==> src/rtl/lif_pkg.sv <==
// rtl/lif_pkg.sv - shared types and constants for the LIF sweep scheduler
package lif_pkg;

    localparam int LIF_W  = 8;
    localparam int BETA_W = 3;
    localparam int REFR_W = 4;

    typedef enum logic [1:0] {
        IDLE = 2'd0,
        RUN  = 2'd1,
        DONE = 2'd2
    } lif_state_e;

    typedef struct packed {
        logic [LIF_W-1:0]  thresh;
        logic [BETA_W-1:0] beta;
        logic [REFR_W-1:0] refr;
    } lif_cfg_t;

endpackage

==> src/rtl/lif_scheduler_if.sv <==
// rtl/lif_scheduler_if.sv - current-load and config write bus of the LIF scheduler
interface lif_scheduler_if #(
    parameter int AW = 2,
    parameter int W  = 8
);
    logic          ld_valid;
    logic [AW-1:0] ld_addr;
    logic [W-1:0]  ld_data;
    logic          cfg_we;
    logic [W-1:0]  cfg_thresh;
    logic [2:0]    cfg_beta;
    logic [3:0]    cfg_refr;

    modport master (
        output ld_valid, ld_addr, ld_data, cfg_we, cfg_thresh, cfg_beta, cfg_refr
    );

    modport slave (
        input ld_valid, ld_addr, ld_data, cfg_we, cfg_thresh, cfg_beta, cfg_refr
    );
endinterface

==> src/rtl/lif_update.sv <==
// rtl/lif_update.sv - combinational single-neuron leak/integrate/fire step
module lif_update #(
    parameter int W = 8
) (
    input  logic [W-1:0] s,
    input  logic [W-1:0] cur,
    input  logic [3:0]   refr_cnt,
    input  logic [W-1:0] thresh,
    input  logic [2:0]   beta,
    input  logic [3:0]   refr,
    output logic [W-1:0] s_next,
    output logic [3:0]   refr_next,
    output logic         spike
);
    logic [W-1:0] leaked;
    logic [W:0]   sum;

    always_comb begin
        leaked = (beta == 3'd0) ? '0 : (s - (s >> beta));
        sum    = {1'b0, leaked} + {1'b0, cur};
    end

    always_comb begin
        s_next    = '0;
        refr_next = refr_cnt;
        spike     = 1'b0;
        if (refr_cnt != 4'd0) begin
            refr_next = refr_cnt - 4'd1;
        end else if (sum >= {1'b0, thresh}) begin
            spike     = 1'b1;
            refr_next = refr;
        end else begin
            // sum < thresh <= 2^W-1, so the top bit is known to be zero here
            s_next = sum[W-1:0];
        end
    end
endmodule

==> src/rtl/lif_scheduler.sv <==
// rtl/lif_scheduler.sv - sweeps one shared LIF datapath across all virtual neurons per tick
module lif_scheduler
    import lif_pkg::*;
#(
    parameter int N_NEURONS      = 4,
    parameter int W              = 8,
    parameter int THRESH_DEFAULT = 200,
    parameter int BETA_DEFAULT   = 2,
    parameter int REFR_DEFAULT   = 2,
    localparam int AW            = $clog2(N_NEURONS)
) (
    input  logic                 clk,
    input  logic                 rst_n,
    input  logic                 tick,
    lif_scheduler_if.slave       bus,
    input  logic [AW-1:0]        mon_sel,
    output logic [W-1:0]         mon_state,
    output logic [N_NEURONS-1:0] spikes,
    output logic                 busy,
    output logic                 done,
    output logic                 overrun
);
    localparam lif_cfg_t CFG_RESET = '{
        thresh: LIF_W'(THRESH_DEFAULT),
        beta:   BETA_W'(BETA_DEFAULT),
        refr:   REFR_W'(REFR_DEFAULT)
    };

    lif_state_e state_q, state_d;
    logic [AW-1:0] idx_q;
    logic [W-1:0]  mem_q  [N_NEURONS];
    logic [W-1:0]  cur_q  [N_NEURONS];
    logic [3:0]    refr_q [N_NEURONS];
    logic [N_NEURONS-1:0] spikes_q;
    logic          pending_q, overrun_q;
    lif_cfg_t      shadow_q, active_q;

    logic          start, last;
    logic [W-1:0]  s_next;
    logic [3:0]    refr_next;
    logic          spike;

    assign start = (state_q == IDLE) && (tick || pending_q);
    assign last  = (idx_q == AW'(N_NEURONS - 1));

    lif_update #(.W(W)) u_update (
        .s         (mem_q[idx_q]),
        .cur       (cur_q[idx_q]),
        .refr_cnt  (refr_q[idx_q]),
        .thresh    (W'(active_q.thresh)),
        .beta      (active_q.beta),
        .refr      (active_q.refr),
        .s_next    (s_next),
        .refr_next (refr_next),
        .spike     (spike)
    );

    always_ff @(posedge clk or negedge rst_n) begin
        if (!rst_n) state_q <= IDLE;
        else        state_q <= state_d;
    end

    always_comb begin
        state_d = state_q;
        case (state_q)
            IDLE:    if (start) state_d = RUN;
            RUN:     if (last)  state_d = DONE;
            DONE:    state_d = IDLE;
            default: state_d = IDLE;
        endcase
    end

    always_comb begin
        busy = (state_q == RUN) || (state_q == DONE);
        done = (state_q == DONE);
    end

    always_ff @(posedge clk or negedge rst_n) begin
        if (!rst_n) begin
            idx_q     <= '0;
            spikes_q  <= '0;
            pending_q <= 1'b0;
            overrun_q <= 1'b0;
            shadow_q  <= CFG_RESET;
            active_q  <= CFG_RESET;
            for (int k = 0; k < N_NEURONS; k++) begin
                mem_q[k]  <= '0;
                cur_q[k]  <= '0;
                refr_q[k] <= '0;
            end
        end else begin
            if (bus.ld_valid) cur_q[bus.ld_addr] <= bus.ld_data;
            if (bus.cfg_we) begin
                shadow_q <= '{thresh: LIF_W'(bus.cfg_thresh), beta: bus.cfg_beta, refr: bus.cfg_refr};
            end
            if (start) begin
                idx_q     <= '0;
                active_q  <= shadow_q;
                pending_q <= 1'b0;
            end else if (tick && busy) begin
                // one tick may wait; a second one while waiting is lost
                if (pending_q) overrun_q <= 1'b1;
                else           pending_q <= 1'b1;
            end
            if (state_q == RUN) begin
                mem_q[idx_q]    <= s_next;
                refr_q[idx_q]   <= refr_next;
                spikes_q[idx_q] <= spike;
                idx_q           <= idx_q + AW'(1);
            end
        end
    end

    assign mon_state = mem_q[mon_sel];
    assign spikes    = spikes_q;
    assign overrun   = overrun_q;
endmodule

==> src/flat_wrapper.sv <==
// flat-port wrapper written by rule: the top's interface ports become plain ports
module lif_scheduler_flat import lif_pkg::*;
#(
    parameter int N_NEURONS      = 4,
    parameter int W              = 8,
    parameter int THRESH_DEFAULT = 200,
    parameter int BETA_DEFAULT   = 2,
    parameter int REFR_DEFAULT   = 2,
    localparam int AW            = $clog2(N_NEURONS)
)
  (clk, rst_n, tick, mon_sel, mon_state, spikes, busy, done, overrun, bus_ld_valid, bus_ld_addr, bus_ld_data, bus_cfg_we, bus_cfg_thresh, bus_cfg_beta, bus_cfg_refr);
  lif_scheduler_if #(.AW(2), .W(W)) bus_i ();
  input  logic clk;
  input  logic rst_n;
  input  logic tick;
  input  logic [AW-1:0] mon_sel;
  output logic [W-1:0] mon_state;
  output logic [N_NEURONS-1:0] spikes;
  output logic busy;
  output logic done;
  output logic overrun;
  input wire logic [$bits(bus_i.ld_valid)-1:0] bus_ld_valid;
  input wire logic [$bits(bus_i.ld_addr)-1:0] bus_ld_addr;
  input wire logic [$bits(bus_i.ld_data)-1:0] bus_ld_data;
  input wire logic [$bits(bus_i.cfg_we)-1:0] bus_cfg_we;
  input wire logic [$bits(bus_i.cfg_thresh)-1:0] bus_cfg_thresh;
  input wire logic [$bits(bus_i.cfg_beta)-1:0] bus_cfg_beta;
  input wire logic [$bits(bus_i.cfg_refr)-1:0] bus_cfg_refr;
  assign bus_i.ld_valid = bus_ld_valid;
  assign bus_i.ld_addr = bus_ld_addr;
  assign bus_i.ld_data = bus_ld_data;
  assign bus_i.cfg_we = bus_cfg_we;
  assign bus_i.cfg_thresh = bus_cfg_thresh;
  assign bus_i.cfg_beta = bus_cfg_beta;
  assign bus_i.cfg_refr = bus_cfg_refr;
  lif_scheduler #(.N_NEURONS(N_NEURONS), .W(W), .THRESH_DEFAULT(THRESH_DEFAULT), .BETA_DEFAULT(BETA_DEFAULT), .REFR_DEFAULT(REFR_DEFAULT)) u_core (.clk(clk), .rst_n(rst_n), .tick(tick), .bus(bus_i), .mon_sel(mon_sel), .mon_state(mon_state), .spikes(spikes), .busy(busy), .done(done), .overrun(overrun));
endmodule
==> config.mk <==
export PLATFORM = sky130hd
export DESIGN_NAME = lif_scheduler_flat
export DESIGN_NICKNAME = d
export VERILOG_FILES = /design/src/rtl/lif_pkg.sv /design/src/rtl/lif_scheduler_if.sv /design/src/rtl/lif_update.sv /design/src/rtl/lif_scheduler.sv /design/src/flat_wrapper.sv
export SDC_FILE = /design/constraint.sdc
export NUM_CORES = 1
export LEC_CHECK = 0
export CORE_MARGIN = 2
export CORE_UTILIZATION = 46
export CTS_CLUSTER_SIZE = 8
export DETAILED_ROUTE_END_ITERATION = 8
export SLEW_MARGIN = 5
export SYNTH_ARGS = -nofsm -noshare
export SYNTH_HDL_FRONTEND = slang
export SYNTH_HIERARCHICAL = 1
export SYNTH_SLANG_ARGS = --single-unit
==> constraint.sdc <==
create_clock -name clk -period 7.1 [get_ports clk]
set_clock_uncertainty 0.2 [all_clocks]
set_input_delay 1.065 -clock clk [delete_from_list [all_inputs] [get_ports clk]]
set_output_delay 1.065 -clock clk [all_outputs]
set_load 0.05 [all_outputs]
# After elaboration in Yosys (flattened, before gate mapping)
# Index checks and enable logic that the tools add are counted.
# totals
in_bits,32
reg_bits,120
word_cells,97
output_inout_bits,15
# op_classes
n_reduce_logical,14
bitwise_logic,4
muxes,38
n_lt_le_gt_ge,8
shift,1
n_addsub,4
n_eq_ne,5
# op_table
op,count
$mux 8,11
$bwmux 32,2
$bmux 8 s2,3
$demux 8 s2,2
$mux 4,5
$bwmux 16,1
$add 8x8->9,1
$ge 3x3->1 const B,3
$ge 9x8->1,1
$not 2->3,3
$bmux 4 s2,1
$demux 4 s2,1
$mux 2,4
$shr 8x3->8,1
$sub 8x8->8,1
$lt 3x1->1 const B,2
$logic_and 1x1->1,5
$mux 1,5
$bwmux 4,1
$eq 2x2->1 const B,2
$ne 2x1->1 const B,2
$pmux 2 s2,1
$reduce_bool 2->1,2
$reduce_bool 4->1,1
12 further kinds,13

# Depth between registers and ports, before layout
# logic_depth
word_depth,12
mapped_depth,26
ltp_nobuf,24

# Cells and area by module
# The synthesis kept the hierarchy.
# by_module_without_submodules
module,cells_each,n_inst,area_each_um2,seq_area_each_um2
lif_scheduler,313,1,5285.1,3015.4
lif_update,173,1,1296.2,0.0

# Worst setup path before layout
# Ideal clock, no wire load.
# synth_path
path_type,register to register
from,register u_core.idx_q[0]
to,register u_core/refr_q[10] in the netlist's numbering
t_required_ns,6.775
stages_incl_launch_ff,24
period_less_slack_ns,5.794
path_slack_ns,1.306
arrival_time_ns,5.470
setup_ns,0.125
path_buffers,2
path_cell_list,dfrtp_1 -> buf_2 -> buf_6 -> mux4_2 -> mux4_2 -> mux2i_1 -> ha_1 -> nor2b_1 -> o21ai_0 -> a21boi_0 -> or4_1 -> and3_1 -> ha_1 -> o21a_1 -> o21a_1 -> o22ai_1 -> xnor2_1 -> ha_1 -> a211oi_1 -> o21ai_0 -> a221oi_4 -> and2_4 -> o21ai_0 -> mux2_2
# synth_between
elab_chain_cells,12
word_cells_on_any_way,25
classes_between,add/sub (3); order compare (3); shift (1); mux (15); bitwise (1); reduce/logical (2)
# synth_rtl
element,line_no,text
"start, declared",lif_scheduler.sv:30,logic [AW-1:0] idx_q;
"start signal, assigned",lif_scheduler.sv:109,idx_q <= idx_q + AW'(1);
$not 2->3 (not written as such) (*),"lif_scheduler.sv:47, lif_scheduler.sv:48, lif_scheduler.sv:49",
$bmux 8 s2,lif_scheduler.sv:47,".s (mem_q[idx_q]),"
$mux 8 (not written as such) (2 in series),lif_scheduler.sv:47,
$shr 8x3->8,lif_update.sv:19,leaked = (beta == 3'd0) ? '0 : (s - (s >> beta));
$sub 8x8->8,lif_update.sv:19,
$mux 8,lif_update.sv:19,
$add 8x8->9,lif_update.sv:20,"sum = {1'b0, leaked} + {1'b0, cur};"
$ge 9x8->1,lif_update.sv:29,"end else if (sum >= {1'b0, thresh}) begin"
$mux 4,lif_update.sv:29,
$mux 4 (*),lif_update.sv:27,if (refr_cnt != 4'd0) begin
via u_core.refr_next[2],lif_scheduler.sv:40,logic [3:0] refr_next;
$bwmux 16 (*),lif_scheduler.sv:107,refr_q[idx_q] <= refr_next;
"end signal, assigned by index",lif_scheduler.sv:107,
"end, declared",lif_scheduler.sv:33,logic [3:0] refr_q [N_NEURONS];
# Mark *: on every way through the listed nets, which the timed path passes. The rest lies on a longest branch. The select of a mux whose other input is x is not followed.
# A chain may end at the register's enable or synchronous reset.

# Worst setup path after layout
# Ends and elaborated chain as after synthesis.

==> summary.md <==
| Metric | Value |
|---|---|
| Place WS | 0.6675 ns |
| Clk_lat worst skew | 0.41 ns |
| Synth async-reset ratio | 100.0% |
| Fin cells | 730 |
| Post-synthesis register bit count | 120 |
| Unrepaired setup endpoints after global routing | no |
| Syn nets | 552 |
| Avg Cell Area, Syn | 13.54 µm² |
| Util after Layout | 55.84% |
| Initial DRC count | 212 |
| Unique masters post-synth | 49 |
| Worst-Margin Slew | 1.009 ns |
| Synth Area in Simple Gates | 6.274% |
| Mapped Area | 0.006581 mm² |
| Core area | 0.01393 mm² |
| Post-route clock period utilization | 90.61% |
| Worst EP required | 7.20 ns |
| Share of cells above drive strength 1 | 36.73% |
| HPWL Detailed | 9949 µm |
| CTS max path bufs | 2 |
| GRT Residual Overflow | 0 |
| Synth area leader | dfrtp_1 |
| DR vias/cell | 5.648 |
| Critical-path top delay cell | dfrtp_1 |
| First-pass GRT wire length | 22720 µm |
| IO Port Bufs | 46 |
| WP buf/inv | 2 |
| Prevailing post-synth register cell | dfrtp_1 |
| Post-CTS Setup Bufs | 0 |
| Die width | 123.6 µm |
| CP Cell Sequence | buf_4 -> mux4_2 -> mux2i_1 -> nor2_1 -> a21oi_1 -> o21ai_0 -> ha_1 -> inv_1 -> fa_1 -> nor2b_1 -> fa_1 -> a211oi_2 -> o21bai_1 -> a21oi_1 -> xnor2_1 -> ha_1 -> a22o_1 -> o41ai_2 -> and2_4 -> o21ai_0 -> mux2_2 |
| Mapped Cells | 486 |
| Post-synthesis xor/xnor area fraction | 1.065% |
| Pin count of the biggest net entering global routing | 70 |
| Post-synth EDFFs | 0 |
| Max-slew headroom | 32.70% |
| # clock sinks | 120 |
| Final hold violations | 0 |
| Final min period | 6.433 ns |
| Combinational family with the most area after synthesis | multiplexers |
| Worst-path clk slew | 0.05 ns |
| I/O pins | 47 |
| MaxCap Viol Count | 0 |
| Final Net Count | 603 |
| Vias in the first global route | 4279 |
| # H-tree levels | 4 |
| CP startpoint kind | flop |
| Final setup viols | 0 |
| Status | finished, final reports clean |
| Crit path kind | flop to flop |
| WL final | 13880 µm |
| Largest stage delay, worst path | 0.61 ns |
| Achievable frequency | 155.4 MHz |
| Die H | 123.6 µm |
| Adder-cell share of the synthesized area | 6.692% |
| Rows | 43 |
| Root Driver | clkbuf_16 |
| N_diodes | 0 |
| Cts repair resizes | 0 |
| Compound-Gate Fraction of Synth Area | 6.426% |
| Placer congestion estimate | 0.8037 |
| Arrival @ worst endpoint | 6.53 ns |
| Critical path fanouts, max | 18 |
| CTS buffer count | 17 |
| Global Route Usage Sum | 20.26% |
| Starting Density | 47.23% |
| Final Max Tran Viols | 0 |
| Setup ws final | 0.6665 ns |
| Setup tns final | 0 ns |
| Fillcell total | 1173 |
| Yosys warning count | 6 |
| Initial antenna violation count | 0 |
| Placed Instances | 698 |
| CTS tree | built |
| Post-synthesis sequential area ratio | 45.82% |
| Top-area cell type share of the netlist area | 41.83% |
| ANT nets after route | 0 |
| Vias | 4123 |
| Post-synthesis mux area share | 31.14% |
| Setup crit end kind | flop |
| Worst Hold Class | flop to flop |
| Full die area | 0.01528 mm² |
| CTS Hold Bufs | 0 |
| DRT Pass-1 Iters | 4 |
| Residual DRC | 0 |
| Top cells by area, synth | dfrtp_1 42%, mux2_2 20%, mux4_2 9.9%, ha_1 6.1%, dfstp_2 4.0% |
| Synth-to-Final Area Change | 18.23% |
| CP delay by family, top | compound AO/OA/AOI/OAI gates |
| WL/cell | 19.02 µm |
-- cell usage after synthesis, types with 7 or more instances --
library cell,n
a211oi_1,7
mux2i_1,9
dfstp_2,10
inv_1,20
xnor2_1,7
o21ai_0,11
buf_2,10
a21oi_1,16
nor2b_1,10
mux2_2,116
nand2_1,12
dfrtp_1,110
ha_1,32
nor2_1,21
mux4_2,29
-- metal layers --
metal  global-route usage (%)  up-vias  routed length [µm]
met3                    5.586       19                 413
met5                        0        -                   0
met2                    31.77       74                6827
met4                    8.381        0                 303
li1                         -     1923                   -
met1                    26.65     2107                6338
-- layout by cell type, fill, tap and decap left out, types with 3 or more instances in the layout --
master,netlist,routed
mux2_2,116,116
dfrtp_1,110,110
clkdlybuf4s50_1,0,45
ha_1,32,32
mux4_2,29,29
nor2_1,21,21
inv_1,20,20
clkbuf_16,0,17
a21oi_1,16,16
nand2_1,12,12
o21ai_0,11,11
nor2b_1,10,10
dfstp_2,10,10
mux2i_1,9,9
a211oi_1,7,7
xnor2_1,7,7
buf_4,2,5
o21a_1,5,5
nor3_1,5,5
and4_1,5,5
clkinv_2,0,4
nand2b_1,4,4
a21o_1,4,4
or3_1,3,3
-- through the flow --
step | hold slack (ns) | cell area, µm²
after floorplan | 0.2701 | 6581
after global placement | 0.2573 | 7199
after detailed placement | 0.2588 | 7199
after CTS | 0.2742 | 7781
after global routing | 0.3092 | 7781
final | 0.2656 | 7781
-- state kept, by name (all words and copies together) (netlist names) --
| name | count |
|---|---|
| u_core/cur_q | 32 |
| u_core/mem_q | 32 |
| u_core/refr_q | 16 |
| u_core/active_q | 15 |
| u_core/shadow_q | 15 |
| u_core/spikes | 4 |
| u_core/idx_q | 2 |
| u_core/state_q | 2 |
| u_core/overrun | 1 |
| u_core/pending_q | 1 |
-- worst reg2reg max path, cell delays in order, from the launching register on --
cell and delay [ns]:
dfrtp_1 0.61, buf_4 0.41, mux4_2 0.62, mux2i_1 0.16, nor2_1 0.05, a21oi_1 0.11
o21ai_0 0.11, ha_1 0.23, inv_1 0.07, fa_1 0.42, nor2b_1 0.18, fa_1 0.49
a211oi_2 0.27, o21bai_1 0.11, a21oi_1 0.18, xnor2_1 0.17, ha_1 0.30, a22o_1 0.22
o41ai_2 0.59, and2_4 0.31, o21ai_0 0.19, mux2_2 0.31
-- logic make-up (layout without fill, tap and decap cells) --
logic type / after synthesis / count (layout)
xor gates and xnor gates: 8 / 8
and+or+nand+nor: 73 / 73
buffers and inverters: 38 / 102
AOI/OAI and AO/OA: 59 / 59
DFF: 120 / 120
adders and majority gates: 34 / 34
muxes: 154 / 154
-- area by class of cell --
cell class | count | area [µm²] | area share (%)
repair buffers | 50 | 488.0 | 6.271
clock buffers | 21 | 460.4 | 5.917
multi-input cells | 328 | 3396 | 43.64
well taps | 180 | 225.2 | 2.894
flip-flops and latches | 120 | 3015 | 38.75
clock inverters | 11 | 121.4 | 1.560
inverters | 20 | 75.07 | 0.9648
-- final timing paths --
path | start | end | slack [ns] | cells past startpoint
worst min register to register | u_core/overrun | u_core/overrun | 0.27 | 1
min in group asynchronous | rst_n | u_core/mem_q[26] | 0.57 | 1
worst max register to register | u_core/idx_q[0] | u_core/refr_q[10] | 0.67 | 21
worst min-delay path | u_core/overrun | u_core/overrun | 0.27 | 1
worst max-delay path | u_core/idx_q[0] | u_core/refr_q[10] | 0.67 | 21
max in group asynchronous | rst_n | u_core/active_q[0] | 4.94 | 2
Power is left out: the tool's default activity adds up to more than one toggle a clock period on the data nets, which glitch-free logic cannot reach.
==> variant (same flow settings) <==
Encoding of `lif_state_e`: now one-hot (3 bits for 3 states).
--- a/src/rtl/lif_pkg.sv
+++ b/src/rtl/lif_pkg.sv
@@ -7,6 +7,6 @@
 
-    typedef enum logic [1:0] {
-        IDLE = 2'd0,
-        RUN  = 2'd1,
-        DONE = 2'd2
+    typedef enum logic [2:0] {
+        IDLE = 3'b001,
+        RUN  = 3'b010,
+        DONE = 3'b100
     } lif_state_e;
Behaviour: same outputs for any inputs over 4 cycles, from zero or initial values and one cycle with rst_n low; so few cycles prove little.
==> variant against the original RTL <==
- synthesized area rose by 1.0%
- sequential cell count grew 1
- global-route usage decreased by 0.89 points
- routed wire length is 0.79% higher
- count of clock-buffer cells in the layout grew 3
- setup slack improved by 0.059 ns
- critical path type unchanged
- design area fell by 0.19%
Power is left out: the tool's default activity adds up to more than one toggle a clock period on the data nets, which glitch-free logic cannot reach.
==> variant: results (changes against the original RTL) <==
Layout fillers=1,177 (+0.34%); WL final=13,990 microns (+0.79%); clk slew on worst S/H paths=around 0.06 ns; CTS root buffer=clkbuf_16; largest net degree at the start of global routing=69 (-1.4%); top cells by area, synth=dfrtp_1 (41%), mux2_2 (15%), mux4_2 (9.8%), ha_1 (5.3%), dfstp_2 (4.3%); worst hold-check path type=flip-flop to flip-flop; syn nets=554 (+0.36%); slowest cell on the critical path=dfrtp_1; Post-CTS Setup Inserts=0 (unchanged); HP Start=u_core/overrun; # H-tree levels=4 (unchanged); post-CTS sizing=0 (unchanged); end point of the critical path=u_core/refr_q[7]; Post-DP HPWL=9829 microns (-1.2%); synth cell count leaders=dfrtp_1 (110), mux2_2 (90), mux4_2 (29), ha_1 (28), nor2_1 (24); global-route usage over all layers=0.1937 (-0.008897); delay-heaviest family, CP=compound AO/OA/AOI/OAI gates; clock buffer depth=2 (unchanged); CTS Buf Count=17 (unchanged); R2R depth=21 (unchanged); vias in the first global route=4,353 (+1.7%); router iterations before antenna repair=4 (unchanged); ANT cells=0 (unchanged); Largest stage delay, worst path=0.69 ns (+0.08 ns); Worst EP arrival=6.47 ns (-0.06 ns); ys async rst share=1.000 (unchanged); first-pass GRT wire length=23,370 microns (+2.9%); worst hold margin=0.2817 ns (+0.01610 ns); GPL Wtd Cong=0.7879 (-2.0%); Worst Hold Path Cells=1 (unchanged); Hold Crit Endpoint=u_core/overrun; input/output buffers=46 (unchanged); Ys Warns=6 (unchanged); slew margin rel.=0.3526 (+0.02559); Seq/Total Area, Yosys=0.4576 (-0.0006180); PnR worst setup slack=0.7252 ns (+0.05867 ns); pre-CTS WS=0.7836 ns (+0.1161 ns); Syn Area/Cell=13.51 sq um (-0.22%); largest registers=u_core/cur_q: 32 flops, u_core/mem_q: 32 flops, u_core/refr_q: 16 flops; fin nets=601 (-0.33%); Synth Flop Type=dfrtp_1; initial antenna violation count=0 (unchanged); Critical path origin=u_core/idx_q[0]; placed insts=700 (+0.29%); Cell Area, Placed=7237 sq um (+0.52%); ratio of cells with drive above 1 in the final layout=0.3267 (-0.04059); outcome=finished, final reports clean; CP max FO=9 (-9); routed vias/inst=5.684 (+0.64%); drt wl/cell=19.14 microns (+0.65%); DRT iter0 DRCs=306 (+44%); Unique masters post-synth=54 (+10%); Worst-Skew Late Latency=around 0.42 ns
-- variant: cell types whose count changed after synthesis, sizes merged, moves of 3 or more --
cell / unedited run / this run
nand2: 12 / 9
nor2: 21 / 24
ha: 32 / 28
and2: 1 / 5
-- variant: cells by family after synthesis --
logic type	share of synthesized area
muxes	0.3124
adders and majority gates	0.05872
buffers and inverters	0.02767
AOI/OAI and AO/OA	0.06381
DFF	0.4576
and+or+nand+nor	0.06794
xor gates and xnor gates	0.01186
-- variant: routing by layer --
layer  up-vias  GRT usage  wire length [microns]
met5         -          0                      0
met4         0    0.05816                    115
met3         9    0.04733                    402
met2        60     0.3157                   6976
met1      2158     0.2578                   6498
li1       1928          -                      -
-- variant: area by class of cell --
class	instances	area, sq um	share of cell area
Multi-Input combinational cell	332	3422	0.4406
Sequential cell	121	3042	0.3917
Clock buffer	24	481.7	0.06203
Timing Repair Buffer	49	480.5	0.06187
Tap cell	180	225.2	0.02900
Inverter	18	67.56	0.008700
Clock inverter	7	47.55	0.006122
